==> config.mk <==
export PLATFORM = sky130hd
export DESIGN_NAME = ndro_bank_flat
export DESIGN_NICKNAME = d
export VERILOG_FILES = /design/src/rtl/ndro_bank_if.sv /design/src/rtl/ndro_bank.sv /design/src/flat_wrapper.sv
export SDC_FILE = /design/constraint.sdc
export NUM_CORES = 1
export LEC_CHECK = 0
export ABC_AREA = 1
export CORE_UTILIZATION = 40
export DETAILED_ROUTE_END_ITERATION = 7
export PLACE_DENSITY = 0.65
export SYNTH_ARGS = -nofsm -noshare
export SYNTH_HDL_FRONTEND = slang
export SYNTH_SLANG_ARGS = --single-unit
==> constraint.sdc <==
create_clock -name clk -period 2.7 [get_ports clk]
set_input_delay 0.27 -clock clk [delete_from_list [all_inputs] [get_ports clk]]
set_output_delay 0.27 -clock clk [all_outputs]
set_load 0.02 [all_outputs]
==> src/rtl/ndro_bank_if.sv <==
// Strobe/observation bundle for the ndro_bank NDRO cell bank.
interface ndro_bank_if #(parameter int N = 4);
   logic [N-1:0] set;
   logic [N-1:0] clr;
   logic         clk_rd;
   logic [N-1:0] out;
   logic [N-1:0] state;
   logic         ready;
   logic [N-1:0] viol;
   logic         err;

   modport master (output set, clr, clk_rd, input out, state, ready, viol, err);
   modport slave  (input set, clr, clk_rd, output out, state, ready, viol, err);
endinterface

==> src/rtl/ndro_bank.sv <==
// N-channel NDRO cell bank: set/clr stored bits, shared non-destructive readout with
// edge-encoded outputs. Hold-window checkers present when NDRO_BANK_TIMING_CHECK_EN is defined.
module ndro_bank #(
   parameter int N         = 4,
   parameter int READ_LAT  = 2,
   parameter int HOLD_CYC  = 2,
   parameter int START_CYC = 8
) (
   input logic        clk,
   input logic        reset,
   ndro_bank_if.slave bus
);
   logic [7:0]   start_cnt;
   logic         ready_q;
   logic [N-1:0] state_q;
   logic [N-1:0] out_q;
   logic [N-1:0] set_a, clr_a;
   logic         rd_a;
   logic [READ_LAT-1:0][N-1:0] rd_pipe;

   // Strobes are dropped entirely until the startup period has elapsed.
   assign set_a = bus.set & {N{ready_q}};
   assign clr_a = bus.clr & {N{ready_q}};
   assign rd_a  = bus.clk_rd & ready_q;

   always_ff @(posedge clk) begin
      if (reset) begin
         start_cnt <= '0;
         ready_q   <= (START_CYC == 0);
      end else if (!ready_q) begin
         start_cnt <= start_cnt + 8'd1;
         if ({1'b0, start_cnt} + 9'd1 >= 9'(START_CYC)) ready_q <= 1'b1;
      end
   end

   // set&clr together leaves the bit untouched.
   always_ff @(posedge clk) begin
      if (reset) state_q <= '0;
      else       state_q <= (state_q | (set_a & ~clr_a)) & ~(clr_a & ~set_a);
   end

   always_ff @(posedge clk) begin
      if (reset) begin
         rd_pipe <= '0;
         out_q   <= '0;
      end else begin
         rd_pipe[0] <= rd_a ? state_q : '0;
         for (int k = 1; k < READ_LAT; k++) rd_pipe[k] <= rd_pipe[k-1];
         out_q <= out_q ^ rd_pipe[READ_LAT-1];
      end
   end

   assign bus.state = state_q;
   assign bus.out   = out_q;
   assign bus.ready = ready_q;

`ifdef NDRO_BANK_TIMING_CHECK_EN
   logic [N-1:0] hit;
   logic [N-1:0] viol_q;
   logic         err_q;

   for (genvar i = 0; i < N; i++) begin : g_chk
      logic [3:0] since_clr, since_rd;

      // Counters hold HOLD_CYC when no recent event; below it means still inside the window.
      assign hit[i] = (set_a[i] & (clr_a[i] | (since_clr < 4'(HOLD_CYC)))) |
                      (clr_a[i] & ((rd_a & state_q[i]) | (since_rd < 4'(HOLD_CYC))));

      always_ff @(posedge clk) begin
         if (reset) begin
            since_clr <= 4'(HOLD_CYC);
            since_rd  <= 4'(HOLD_CYC);
         end else begin
            if (clr_a[i])                       since_clr <= '0;
            else if (since_clr < 4'(HOLD_CYC)) since_clr <= since_clr + 4'd1;
            if (rd_a & state_q[i])              since_rd  <= '0;
            else if (since_rd < 4'(HOLD_CYC))  since_rd  <= since_rd + 4'd1;
         end
      end
   end

   always_ff @(posedge clk) begin
      if (reset) begin
         viol_q <= '0;
         err_q  <= 1'b0;
      end else begin
         viol_q <= viol_q | hit;
         err_q  <= |viol_q;
      end
   end

   assign bus.viol = viol_q;
   assign bus.err  = err_q;
`else
   assign bus.viol = '0;
   assign bus.err  = 1'b0;
`endif
endmodule

==> src/flat_wrapper.sv <==
// flat-port wrapper written by rule: the top's interface ports become plain ports
module ndro_bank_flat 
#(
   parameter int N         = 4,
   parameter int READ_LAT  = 2,
   parameter int HOLD_CYC  = 2,
   parameter int START_CYC = 8
)
  (clk, reset, bus_set, bus_clr, bus_clk_rd, bus_out, bus_state, bus_ready, bus_viol, bus_err);
  ndro_bank_if #(.N(N)) bus_i ();
  input logic clk;
  input logic reset;
  input wire logic [$bits(bus_i.set)-1:0] bus_set;
  input wire logic [$bits(bus_i.clr)-1:0] bus_clr;
  input wire logic [$bits(bus_i.clk_rd)-1:0] bus_clk_rd;
  output wire logic [$bits(bus_i.out)-1:0] bus_out;
  output wire logic [$bits(bus_i.state)-1:0] bus_state;
  output wire logic [$bits(bus_i.ready)-1:0] bus_ready;
  output wire logic [$bits(bus_i.viol)-1:0] bus_viol;
  output wire logic [$bits(bus_i.err)-1:0] bus_err;
  assign bus_i.set = bus_set;
  assign bus_i.clr = bus_clr;
  assign bus_i.clk_rd = bus_clk_rd;
  assign bus_out = bus_i.out;
  assign bus_state = bus_i.state;
  assign bus_ready = bus_i.ready;
  assign bus_viol = bus_i.viol;
  assign bus_err = bus_i.err;
  ndro_bank #(.N(N), .READ_LAT(READ_LAT), .HOLD_CYC(HOLD_CYC), .START_CYC(START_CYC)) u_core (.clk(clk), .reset(reset), .bus(bus_i));
endmodule
==> flow_summary.json <==
{
  "synthMuxAreaShare_pct": 0,
  "netlist_instances": 136,
  "htree_levels": 1,
  "post-place-ws_ps": 1100,
  "wl_per_cell_um": 10.1,
  "place_inst": 182,
  "hold_violations": 0,
  "cts_setup_buffers": 0,
  "cp_slowest_cell": "clkdlybuf4s50_1",
  "worstPathMaxFanout": 10,
  "ctsHoldBuffers": 0,
  "yosysTopAreaCell": "dfxtp_1",
  "drt_iter0_markers": 20,
  "r2r_start": "u_core.start_cnt[0]$_SDFFE_PP0N_",
  "drt-total-wl_um": 1880,
  "status": "completed",
  "crit_family": "buffers and inverters",
  "power_density_nw_per_um2": 646,
  "initial_core_util_pct": 42.9,
  "drv_cap": 0,
  "hold-path-cell-count": 2,
  "fin_skew_ps": 2.24,
  "worst_slack_ps": 823,
  "root_buffer": "clkbuf_4",
  "clk_latency_ps": 320,
  "ant_nets": 0,
  "final.fill_count": 248,
  "portBuffers": 19,
  "synth_top_area_share_pct": 46.6,
  "synth_compound_area_share_pct": 7.58,
  "crit_buf_inv": 1,
  "yosys.area_share.simple_pct": 26.5,
  "yosysUniqueCellTypes": 25,
  "finalSetupTns_ps": 0,
  "routabilityCongestion": 0.790,
  "crit_arrival_ps": 1610,
  "grt_pass1_vias": 814,
  "path_cells": "clkdlybuf4s50_1",
  "cp_data_required_time_ps": 2430,
  "cp-end-kind": "output port",
  "setup_viol": 0,
  "yosys.area_share.adder_pct": 2.33,
  "final_cell_mix": "dfxtp_1 (25), nand2_1 (20), clkdlybuf4s50_1 (19), inv_1 (18), nor2_1 (15)",
  "syn_area_um2": 1070,
  "start_kind": "flop",
  "coreArea_um2": 2500,
  "synth-xor-area-share_pct": 3.26,
  "power_leakage_nw": 0.525,
  "syn_avg_cell_area_um2": 7.89,
  "grtUsageTotal_pct": 15.6,
  "reg2reg_depth": 8,
  "grt_overflow": 0,
  "final_cells": 186,
  "hp-start": "u_core.rd_pipe[0]$_SDFF_PP0_",
  "timing.final.crit_share_pct": 69.5,
  "rsz0062_at_grt": "false",
  "fmax_ghz": 0.533,
  "critPathKind": "flop to output port",
  "ir_worst_vdd_uv": 470,
  "cts_tree": "yes",
  "utilization_pct": 51.7,
  "dieArea_um2": 2890,
  "ys_warn_count": 0,
  "die_w_um": 53.8,
  "synth_seq_cells": 25,
  "drc": 0,
  "synthTopCellsByArea": "dfxtp_1 (47%), nand2_1 (7.0%), inv_1 (6.3%), nand3_1 (5.6%), nor2_1 (5.2%)",
  "grt_pass1_wl_um": 3240,
  "period_needed_ps": 1880,
  "synth_top_family_by_area": "simple AND/OR/NAND/NOR gates",
  "num_io_pins": 25,
  "hold_class": "flop to flop",
  "avgViaCountPerCell": 4.60,
  "antenna_found_initial": 0,
  "syn2layout_area_growth_pct": 20.4,
  "path_clk_slew_ps": 140,
  "hold_end": "u_core.rd_pipe[4]$_SDFF_PP0_",
  "row_count": 18,
  "seq_area_frac_synth_pct": 46.6,
  "post_cts_resized": 0,
  "nets": 170,
  "diodes": 0,
  "drive_gt1_share_pct": 12.8,
  "dp_hpwl_um": 1510,
  "r2r_end": "u_core.bus.ready$_SDFF_PP0_",
  "cts_buffers": 3,
  "layout_commonest_cell": "dfxtp_1",
  "max_stage_delay_ps": 690,
  "firstDrtPassIters": 4,
  "rrSetupSlack_ps": 1340,
  "die_h_um": 53.8,
  "vias": 856,
  "cts_max_path_buffers": 2,
  "report.power.total_uw": 836,
  "drv_slew": 0,
  "cts_sinks": 25,
  "grt_max_degree": 16
}
==> cell usage after synthesis <==
cell type and n:
dfxtp_1 25, nand2_1 20, inv_1 18, nor2_1 15
nand3_1 12, buf_4 5, nor2_2 5, nand2_2 4
o21ai_1 4, o22ai_1 4, xnor2_1 4, a21oi_1 3
nand3_2 3, ha_1 2, inv_2 2, a211oi_1 1
buf_2 1, buf_6 1, clkinv_1 1, clkinv_2 1
conb_1 1, inv_4 1, nand4_1 1, o21ai_0 1
o221ai_1 1
==> worst register-to-register path, delay by kind of cell, from the launching register on <==
family	cells	cell delay, ps
and+or+nand+nor	7	610
DFF	1	440
adders and majority gates	1	220
==> sequential cells by signal (all words and copies together), names as in the netlist <==
name / count
u_core.start_cnt: 8
u_core.bus.state: 4
u_core.rd_pipe: 8
u_core.bus.out: 4
u_core.bus.ready: 1
==> logic make-up after synthesis <==
logic type                 count (synthesis)
other                                      1
AOI/OAI and AO/OA                         14
DFF                                       25
and+or+nand+nor                           60
adders and majority gates                  2
xor gates and xnor gates                   4
buffers and inverters                     30
==> worst max-delay path by stage <==
stage	from	end	slack [ps]	cells after the start
after floorplan	u_core.start_cnt[0]$_SDFFE_PP0N_	u_core.bus.ready$_SDFF_PP0_	1490	8
final	u_core.bus.ready$_SDFF_PP0_	bus_ready	820	1
after detailed placement	reset	u_core.start_cnt[5]$_SDFFE_PP0N_	1100	4
after global routing	u_core.bus.ready$_SDFF_PP0_	bus_ready	760	1
after CTS	u_core.bus.ready$_SDFF_PP0_	bus_ready	800	1
after global placement	reset	u_core.start_cnt[5]$_SDFFE_PP0N_	1130	4
==> per-layer routing <==
| layer | up-vias | part of all wire [%] | GRT usage (%) |
|---|---|---|---|
| li1 | 464 | - | - |
| met1 | 369 | 46 | 17.4 |
| met2 | 21 | 48 | 27.2 |
| met3 | 2 | 4.0 | 5.37 |
| met4 | 0 | 0.96 | 5.26 |
| met5 | - | 0 | 0 |
==> power by group <==
group / switching [mW] / internal [mW]
Clock: 0.114 / 0.0566
Combinational: 0.118 / 0.0906
Sequential: 0.0507 / 0.405
Total: 0.283 / 0.552
==> cell type report <==
| cell class | count | area (um2) | area share (%) |
|---|---|---|---|
| clock buffers | 3 | 22.5 | 1.74 |
| clock inverters | 1 | 7.51 | 0.581 |
| inverters | 23 | 90.1 | 6.97 |
| multi-input cells | 85 | 444 | 34.4 |
| flip-flops and latches | 25 | 500 | 38.7 |
| well taps | 30 | 37.5 | 2.90 |
| repair buffers | 19 | 190 | 14.7 |
==> metrics by stage <==
| step | hold slack [ps] | cell area, um2 |
|---|---|---|
| after floorplan | 388 | 1090 |
| after global placement | 397 | 1260 |
| after detailed placement | 398 | 1260 |
| after CTS | 417 | 1290 |
| after global routing | 434 | 1290 |
| final | 414 | 1290 |
No activity file was read; power rests on OpenSTA's default activity.
